[src/rtl/tick_burst_sequencer_if.sv]
// ---------------------------------------------------------------------------
// tick_burst_sequencer_if
// Configuration channel for the tick burst sequencer. A burst is described by
// a period modulus and a tick count and is handed over with a valid/ready
// handshake.
//
// Signals
//   cfg_valid   master -> slave  configuration offered
//   cfg_ready   slave -> master  configuration can be accepted this cycle
//   cfg_period  master -> slave  period modulus, counter runs 0..cfg_period
//   cfg_count   master -> slave  ticks in the burst, 0 means an empty burst
// ---------------------------------------------------------------------------
interface tick_burst_sequencer_if #(
   parameter int WIDTH = 8,
   parameter int CNT_W = 16
);
   logic             cfg_valid;
   logic             cfg_ready;
   logic [WIDTH-1:0] cfg_period;
   logic [CNT_W-1:0] cfg_count;

   modport master (
      output cfg_valid,
      output cfg_period,
      output cfg_count,
      input  cfg_ready
   );

   modport slave (
      input  cfg_valid,
      input  cfg_period,
      input  cfg_count,
      output cfg_ready
   );
endinterface

[src/rtl/tick_burst_sequencer.sv]
// ---------------------------------------------------------------------------
// tick_burst_sequencer
// Emits a burst of evenly spaced one-cycle tick strobes. A programmable-modulus
// period counter sets the spacing (period+1 cycles) and a tick index counts the
// strobes of the burst. Used to pace sample/symbol strobes into the TX datapath.
//
// Ports
//   clk         in   1      clock
//   rst         in   1      synchronous reset, active-high
//   cfg         slave       configuration channel (valid/ready, period, count)
//   i_abort     in   1      stop the current burst, no done pulse
//   o_tick      out  1      registered one-cycle tick strobe
//   o_tick_idx  out  CNT_W  index of the current tick, valid while o_tick=1
//   o_busy      out  1      burst in progress
//   o_done      out  1      one-cycle pulse after the last tick of a burst
//
// Build option
//   TICK_SEQ_PENDING_EN  when defined, a one-deep shadow register accepts the
//                        next configuration while a burst runs and chains it
//                        directly after the last tick.
// ---------------------------------------------------------------------------
module tick_burst_sequencer #(
   parameter int WIDTH = 8,
   parameter int CNT_W = 16
) (
   input  logic                   clk,
   input  logic                   rst,
   tick_burst_sequencer_if.slave  cfg,
   input  logic                   i_abort,
   output logic                   o_tick,
   output logic [CNT_W-1:0]       o_tick_idx,
   output logic                   o_busy,
   output logic                   o_done
);

   typedef enum logic {IDLE, RUN} state_t;

   state_t           r_state, w_stateNext;
   logic [WIDTH-1:0] r_cnt, w_cntNext;
   logic [WIDTH-1:0] r_period, w_periodNext;
   logic [CNT_W-1:0] r_count, w_countNext;
   logic [CNT_W-1:0] r_nextIdx, w_nextIdxNext;
   logic [CNT_W-1:0] r_tickIdx, w_tickIdxNext;
   logic             r_tick, w_tickNext;
   logic             r_done, w_doneNext;

   logic             w_hs;
   logic             w_finish;
   logic             w_load;
   logic [WIDTH-1:0] w_loadPeriod;
   logic [CNT_W-1:0] w_loadCount;

`ifdef TICK_SEQ_PENDING_EN
   logic             r_shValid, w_shValidNext;
   logic [WIDTH-1:0] r_shPeriod, w_shPeriodNext;
   logic [CNT_W-1:0] r_shCount, w_shCountNext;

   // While running, the shadow slot is the only place a new config can go.
   assign cfg.cfg_ready = !rst && ((r_state == IDLE) || !r_shValid);
`else
   assign cfg.cfg_ready = !rst && (r_state == IDLE);
`endif

   assign w_hs = cfg.cfg_valid && cfg.cfg_ready;

   // A burst is over when its last tick is on the output, or immediately when
   // an empty burst was chained in from the shadow register.
   assign w_finish = (r_count == '0) ||
                     (r_tick && (r_tickIdx == r_count - CNT_W'(1)));

   assign o_tick     = r_tick;
   assign o_tick_idx = r_tickIdx;
   assign o_busy     = (r_state == RUN);
   assign o_done     = r_done;

   // Next-state logic. The cycle in which a burst starts counts as counter
   // value 0, so after the load the counter holds 1 (or wraps straight back to
   // 0 with a tick when the period is 0). That places tick k in cycle k*(P+1).
   always_comb begin
      w_stateNext   = r_state;
      w_cntNext     = r_cnt;
      w_periodNext  = r_period;
      w_countNext   = r_count;
      w_nextIdxNext = r_nextIdx;
      w_tickIdxNext = r_tickIdx;
      w_tickNext    = 1'b0;
      w_doneNext    = 1'b0;
      w_load        = 1'b0;
      w_loadPeriod  = cfg.cfg_period;
      w_loadCount   = cfg.cfg_count;
`ifdef TICK_SEQ_PENDING_EN
      w_shValidNext  = r_shValid;
      w_shPeriodNext = r_shPeriod;
      w_shCountNext  = r_shCount;
`endif

      case (r_state)
         IDLE: begin
            if (w_hs) begin
               if (cfg.cfg_count == '0) begin
                  w_doneNext = 1'b1;
               end else begin
                  w_load = 1'b1;
               end
            end
         end
         RUN: begin
            if (i_abort) begin
               w_stateNext = IDLE;
`ifdef TICK_SEQ_PENDING_EN
               w_shValidNext = 1'b0;
`endif
            end else if (w_finish) begin
               w_doneNext  = 1'b1;
               w_stateNext = IDLE;
`ifdef TICK_SEQ_PENDING_EN
               if (r_shValid) begin
                  w_load        = 1'b1;
                  w_loadPeriod  = r_shPeriod;
                  w_loadCount   = r_shCount;
                  w_shValidNext = 1'b0;
               end else if (w_hs) begin
                  w_load = 1'b1;
               end
`endif
            end else begin
               if (r_cnt == r_period) begin
                  w_cntNext     = '0;
                  w_tickNext    = 1'b1;
                  w_tickIdxNext = r_nextIdx;
                  w_nextIdxNext = r_nextIdx + CNT_W'(1);
               end else begin
                  w_cntNext = r_cnt + WIDTH'(1);
               end
`ifdef TICK_SEQ_PENDING_EN
               if (w_hs) begin
                  w_shValidNext  = 1'b1;
                  w_shPeriodNext = cfg.cfg_period;
                  w_shCountNext  = cfg.cfg_count;
               end
`endif
            end
         end
         default: w_stateNext = IDLE;
      endcase

      // Starting a burst, either from IDLE or chained after a finished one.
      if (w_load) begin
         w_stateNext   = RUN;
         w_periodNext  = w_loadPeriod;
         w_countNext   = w_loadCount;
         w_nextIdxNext = '0;
         if (w_loadPeriod == '0) begin
            w_cntNext = '0;
            if (w_loadCount != '0) begin
               w_tickNext    = 1'b1;
               w_tickIdxNext = '0;
               w_nextIdxNext = CNT_W'(1);
            end
         end else begin
            w_cntNext = WIDTH'(1);
         end
      end
   end

   // State and datapath registers with synchronous reset.
   always_ff @(posedge clk) begin
      if (rst) begin
         r_state   <= IDLE;
         r_cnt     <= '0;
         r_period  <= '0;
         r_count   <= '0;
         r_nextIdx <= '0;
         r_tickIdx <= '0;
         r_tick    <= 1'b0;
         r_done    <= 1'b0;
`ifdef TICK_SEQ_PENDING_EN
         r_shValid  <= 1'b0;
         r_shPeriod <= '0;
         r_shCount  <= '0;
`endif
      end else begin
         r_state   <= w_stateNext;
         r_cnt     <= w_cntNext;
         r_period  <= w_periodNext;
         r_count   <= w_countNext;
         r_nextIdx <= w_nextIdxNext;
         r_tickIdx <= w_tickIdxNext;
         r_tick    <= w_tickNext;
         r_done    <= w_doneNext;
`ifdef TICK_SEQ_PENDING_EN
         r_shValid  <= w_shValidNext;
         r_shPeriod <= w_shPeriodNext;
         r_shCount  <= w_shCountNext;
`endif
      end
   end

endmodule

[src/flat_wrapper.sv]
// flat-port wrapper written by rule: the top's interface ports become plain ports
module tick_burst_sequencer_flat 
#(
   parameter int WIDTH = 8,
   parameter int CNT_W = 16
)
  (clk, rst, i_abort, o_tick, o_tick_idx, o_busy, o_done, cfg_cfg_valid, cfg_cfg_period, cfg_cfg_count, cfg_cfg_ready);
  tick_burst_sequencer_if #(.WIDTH(WIDTH), .CNT_W(CNT_W)) cfg_i ();
  input  logic clk;
  input  logic rst;
  input  logic i_abort;
  output logic o_tick;
  output logic [CNT_W-1:0] o_tick_idx;
  output logic o_busy;
  output logic o_done;
  input wire logic [$bits(cfg_i.cfg_valid)-1:0] cfg_cfg_valid;
  input wire logic [$bits(cfg_i.cfg_period)-1:0] cfg_cfg_period;
  input wire logic [$bits(cfg_i.cfg_count)-1:0] cfg_cfg_count;
  output wire logic [$bits(cfg_i.cfg_ready)-1:0] cfg_cfg_ready;
  assign cfg_i.cfg_valid = cfg_cfg_valid;
  assign cfg_i.cfg_period = cfg_cfg_period;
  assign cfg_i.cfg_count = cfg_cfg_count;
  assign cfg_cfg_ready = cfg_i.cfg_ready;
  tick_burst_sequencer #(.WIDTH(WIDTH), .CNT_W(CNT_W)) u_core (.clk(clk), .rst(rst), .cfg(cfg_i), .i_abort(i_abort), .o_tick(o_tick), .o_tick_idx(o_tick_idx), .o_busy(o_busy), .o_done(o_done));
endmodule
[config.mk]
export PLATFORM = sky130hd
export DESIGN_NAME = tick_burst_sequencer_flat
export DESIGN_NICKNAME = d
export VERILOG_FILES = /design/src/rtl/tick_burst_sequencer_if.sv /design/src/rtl/tick_burst_sequencer.sv /design/src/flat_wrapper.sv
export SDC_FILE = /design/constraint.sdc
export NUM_CORES = 1
export LEC_CHECK = 0
export CELL_PAD_IN_SITES_DETAIL_PLACEMENT = 2
export CELL_PAD_IN_SITES_GLOBAL_PLACEMENT = 2
export CORE_MARGIN = 2
export CORE_UTILIZATION = 32
export CTS_BUF_LIST = sky130_fd_sc_hd__clkbuf_16
export DETAILED_ROUTE_END_ITERATION = 6
export PLACE_DENSITY = 0.85
export SLEW_MARGIN = 10
export SYNTH_ARGS = -nofsm -noshare
export SYNTH_HDL_FRONTEND = slang
export SYNTH_SLANG_ARGS = --single-unit
[constraint.sdc]
create_clock -name clk -period 3.9 [get_ports clk]
set_clock_uncertainty 0.05 [all_clocks]
set_input_delay 0.39 -clock clk [delete_from_list [all_inputs] [get_ports clk]]
set_output_delay 0.39 -clock clk [all_outputs]
set_load 0.005 [all_outputs]
=== Word level (Yosys, flattened, before mapping) ===
Index checks and enable logic that the tools add are counted.

* Register bits after elaboration: 67
* Output and inout port bits: 20

* Add/subtract/negate cells: 3
* Equal/unequal tests: 4
* Mux-type cells: 39
* Bitwise logic cells: 1
* Reduce and logical (&&, ||, !) cells: 13

{| class="wikitable"
|+ Operator list
! kind !! number
|-
| two-way mux 16 bit || 13
|-
| two-way mux 8 bit || 5
|-
| logical NOT 16 bit || 2
|-
| two-way mux 1 bit || 20
|-
| adder 16 x 1 -> 16 bit (second input constant) || 1
|-
| equality test 16 bit || 1
|-
| nonzero test 16 bit || 1
|-
| subtractor 16 x 1 -> 16 bit (second input constant) || 1
|-
| adder 8 x 1 -> 8 bit (second input constant) || 1
|-
| equality test 8 bit || 1
|-
| logical NOT 8 bit || 1
|-
| AND reduction 4 bit || 1
|-
| nonzero test 2 bit || 2
|-
| logical AND 1 bit || 3
|-
| AND reduction 3 bit || 1
|-
| != test 2 x 1 -> 1 bit (second input constant) || 1
|-
| != test 2 bit (second input constant) || 1
|-
| one-hot mux 1 bit (2 select lines) || 1
|-
| logical NOT 1 bit || 1
|-
| logical OR 1 bit || 1
|-
| inverter 1 bit || 1
|}

=== Depth between registers and ports, before layout ===
* Depth after elaboration: 10
* Mapped depth: 13

=== Least setup slack after synthesis ===
OpenSTA, ideal clock, no wires.

* Kind: reg-to-reg
* Start: reg u_core.r_count[0]
* End: reg u_core.r_nextIdx[3]
* Setup time: 0.128 ns
* Arrival time: 2.977 ns
* Path slack: 0.745 ns
* Cell stages (with the launch flop): 14
* Buffers on the path: 3
* Cells stage by stage: dfxtp_1 -> clkbuf_1 -> inv_1 -> ha_1 -> or3b_2 -> or2_1 -> or4b_4 -> a311oi_2 -> and4b_1 -> buf_6 -> buf_6 -> nor3_1 -> xnor2_1 -> nor2_1

* Cells in the longest elaborated chain, start to end: 6
* Elaborated cells between the ends (all ways): 7

{| class="wikitable"
|+ RTL lines
! what !! RTL line !! text
|-
| start: declaration || tick_burst_sequencer.sv:41 || <nowiki>logic [CNT_W-1:0] r_count, w_countNext;</nowiki>
|-
| start signal: assignment || tick_burst_sequencer.sv:186 || <nowiki>r_count <= w_countNext;</nowiki>
|-
| subtractor 16 x 1 -> 16 bit || tick_burst_sequencer.sv:69 || <nowiki>(r_tick && (r_tickIdx == r_count - CNT_W'(1)));</nowiki>
|-
| equality test 16 bit || tick_burst_sequencer.sv:69 ||
|-
| logical AND 1 bit || tick_burst_sequencer.sv:69 ||
|-
| logical OR 1 bit (*) || tick_burst_sequencer.sv:68 || <nowiki>assign w_finish = (r_count == '0) ||</nowiki>
|-
| != test 2 bit (no source line) (*) || - ||
|-
| AND reduction 4 bit (no source line) (*) || - ||
|-
| end signal: assignment || tick_burst_sequencer.sv:187 || <nowiki>r_nextIdx <= w_nextIdxNext;</nowiki>
|-
| end: declaration || tick_burst_sequencer.sv:42 || <nowiki>logic [CNT_W-1:0] r_nextIdx, w_nextIdxNext;</nowiki>
|}

Every way passes the cells marked *; elsewhere a longest branch is shown, timed or not.
A chain may end at the register's enable or synchronous reset.

=== Worst setup path after layout ===
* Start: reg u_core.r_count[1]
* End: reg u_core.r_nextIdx[0]

The elaborated chain is that of the path after synthesis.

==> impl_metrics.ini <==
[yosys]
synth-seq-cells = 67
synth_edf_count = 0
synth.avg_cell_area_um2 = 7.93
synth_nets = 481
async_flop_share_pct = 0
yosysUniqueCellTypes = 56
netlist_area_mm2 = 0.00357
netlist_instances = 450
dominantRegCellSynth = dfxtp_1
ys_seq_area_share_pct = 37.6
yosys_warnings = 0

[drt]
wl_per_cell_um = 20.7
drt_iter0_markers = 134
route.detailed.drc = 0
first_pass_iters = 6
routed_wl_um = 13300
viasPerCell = 5.54
ant_nets = 0
dr_total_vias = 3558

[min_path]
hold_start = u_core.r_period[0]
hold_path_class = reg2reg
holdPathStages = 2
min_to = u_core.r_period[0]

[clocking]
cts_setup_buffers = 0
cts_tree = done
cts_buffers = 9
clockRootBuffer = clkbuf_16
htreeDepth = 3
clk_pin_slew_ns = 0.06
postCtsResizedCells = 0
postCtsHoldBufs = 0
cts_sinks = 67
cts_buffer_depth = 2
clk-insertion-delay-late_ns = 0.33

[layout]
area_growth_pct = 24.9
design_area_mm2 = 0.00446
stdcell_count = 642
drive_above_1_share_pct = 8.96
nFillCells = 1243
final_common_cell = nand2_1
num_antenna_cells = 0
nets = 528
final_cell_mix = 82 x nand2_1, 67 x dfxtp_1, 51 x a21oi_1, 47 x clkdlybuf4s50_1, 24 x nor2_1
utilization_pct = 41.1

[global_route]
grt.total_usage_pct = 23.2
first_global_vias = 3857
overflow = 0
antenna_found_initial = 0
grt_pass1_wl_um = 21200
grt_max_degree = 36

[timing]
fin_crit_sh_pct = 91.5
max_freq_ghz = 0.280
relSlewSlack_pct = 45.9
rsz0062_at_grt = false
setup_slack_ns = 0.333
finalSetupViolCount = 0
min_period_ns = 3.57
setup_tns_ns = 0
final-hold-violation-count = 0
worstMarginPinSlew_ns = 0.808
drv_slew = 0

[pwr]
power_density_mw_per_mm2 = 382
vdd_drop_max_uv = 223
p_leak_uw = 0.00158

[place]
io_buffers = 47
gp_congestion = 0.831
place_area_mm2 = 0.00418
dp_cells = 626
dp_hpwl_um = 9630
pre_cts_ws_ns = 0.287

[worst_setup_path]
critPathSlowestCell = or4b_1
crit_chain = inv_1 > ha_1 > or3b_2 > or2_1 > or4b_1 > a311oi_2 > and4b_2 > nor2_4 > xnor2_1 > a211oi_1
crit_required_ns = 4.07
reg2reg_slack_ns = 0.33
crit_path_start_kind = flop
critPathMaxFanout = 23
reg2reg_from = u_core.r_count[1]
rr_endpoint = u_core.r_nextIdx[0]
path_class = reg2reg
r2r_cells = 10
cp_slowest_stage_delay_ns = 0.62
endpoint_kind = flop
arrival_ns = 3.74

[floorplanning]
core_mm2 = 0.0108
die-area_mm2 = 0.0120
die_w_um = 110
rows = 38
start_util_pct = 32.9
io-pin-count = 48
fp.dieH_um = 110

[run_status]
status = finished clean

[run]
max_cap_viol_count = 0
## how the worst max path moves through the flow
stage	start	to	depth (start not counted)
2_1_floorplan	u_core.r_count[0]	u_core.r_nextIdx[3]	13
3_3_place_gp	u_core.r_count[1]	u_core.r_nextIdx[0]	10
3_5_place_dp	u_core.r_count[3]	u_core.r_nextIdx[0]	8
4_1_cts	u_core.r_count[1]	u_core.r_nextIdx[0]	10
5_1_grt	u_core.r_count[1]	u_core.r_nextIdx[0]	10
6_report	u_core.r_count[1]	u_core.r_nextIdx[0]	10
## flip-flops by register name, summed over array words and instances (netlist names)
signal / flops
u_core.o_tick_idx: 16
u_core.r_count: 16
u_core.r_nextIdx: 16
u_core.r_cnt: 8
u_core.r_period: 8
u_core.o_busy: 1
u_core.o_done: 1
u_core.o_tick: 1
## report_power, final
| part | internal [µW] | leakage [µW] | switching, µW | total, µW |
|---|---|---|---|---|
| logic | 96.9 | 0.000901 | 133 | 230 |
| clock network | 428 | 0.000133 | 325 | 753 |
| registers | 699 | 0.000543 | 21.4 | 720 |
| total | 1220 | 0.00158 | 479 | 1700 |
## kinds of logic (layout without fill, tap and decap cells)
group                      count (synthesis)  after routing  synth area share, %
and+or+nand+nor                          207            207                 30.6
AOI/OAI and AO/OA                        106            106                 17.7
DFF                                       67             67                 37.6
muxes                                      4              4                 1.12
adders and majority gates                  3              3                 1.05
buffers and inverters                     32             84                 4.31
xor gates and xnor gates                  31             31                 7.61
## metrics by stage
stage,hold slack (ns),total power (µW)
2_1_floorplan,0.391,865
3_3_place_gp,0.412,945
3_5_place_dp,0.427,958
4_1_cts,0.435,1710
5_1_grt,0.456,1770
6_report,0.428,1700
## Yosys cell counts (2+ instances only)
library cell,n,area share (%)
buf_2,3,0.42
ha_1,3,1.1
buf_1,3,0.32
nand3_1,10,1.4
dfxtp_1,67,38
nor2_1,24,2.5
a2111oi_0,2,0.49
or3b_2,3,0.74
a211oi_1,2,0.42
nor4b_1,2,0.49
o21ai_0,23,3.2
or3_1,7,1.2
clkbuf_1,13,1.4
a21o_1,3,0.63
xnor2_1,22,5.4
and2_1,4,0.70
a21oi_1,51,7.2
nor3_1,9,1.3
xor2_1,9,2.2
and3_1,13,2.3
nand2b_1,5,0.88
a32o_1,7,2.0
buf_6,4,1.3
nand4_1,8,1.4
nor4_1,8,1.4
nor3b_1,9,1.9
inv_1,9,0.95
or4_1,2,0.42
mux2i_1,4,1.1
o211ai_1,4,0.84
or2_2,4,0.70
nor2_4,2,0.63
nand2_1,82,8.6
or4_4,2,0.63
o21ai_1,5,0.70
nor2b_1,2,0.35
## routing by layer
metal  global-route usage [%]  routed length, µm  vias up
met4                     7.05                214        0
met2                     41.1               6690       73
met3                     4.51                441       18
met5                        0                  0        -
li1                         -                  -     1690
met1                     28.3               5920     1777
## layout make-up
cell class	count	area, µm²	area share [%]
Multi-Input combinational cell	351	2070	46.5
Sequential cell	67	1340	30.1
Timing Repair Buffer	59	561	12.6
Clock buffer	9	225	5.05
Tap cell	140	175	3.93
Clock inverter	7	46.3	1.04
Inverter	9	33.8	0.758
## worst max-delay path: cells and delay by family (launching register included)
kind	cells	cell delay [ns]
simple gates	5	2.01
compound gates	2	0.52
flops	1	0.36
fa+ha+maj	1	0.27
xor+xnor	1	0.17
buf+inv	1	0.08
Power figures use the tool's default switching activity.
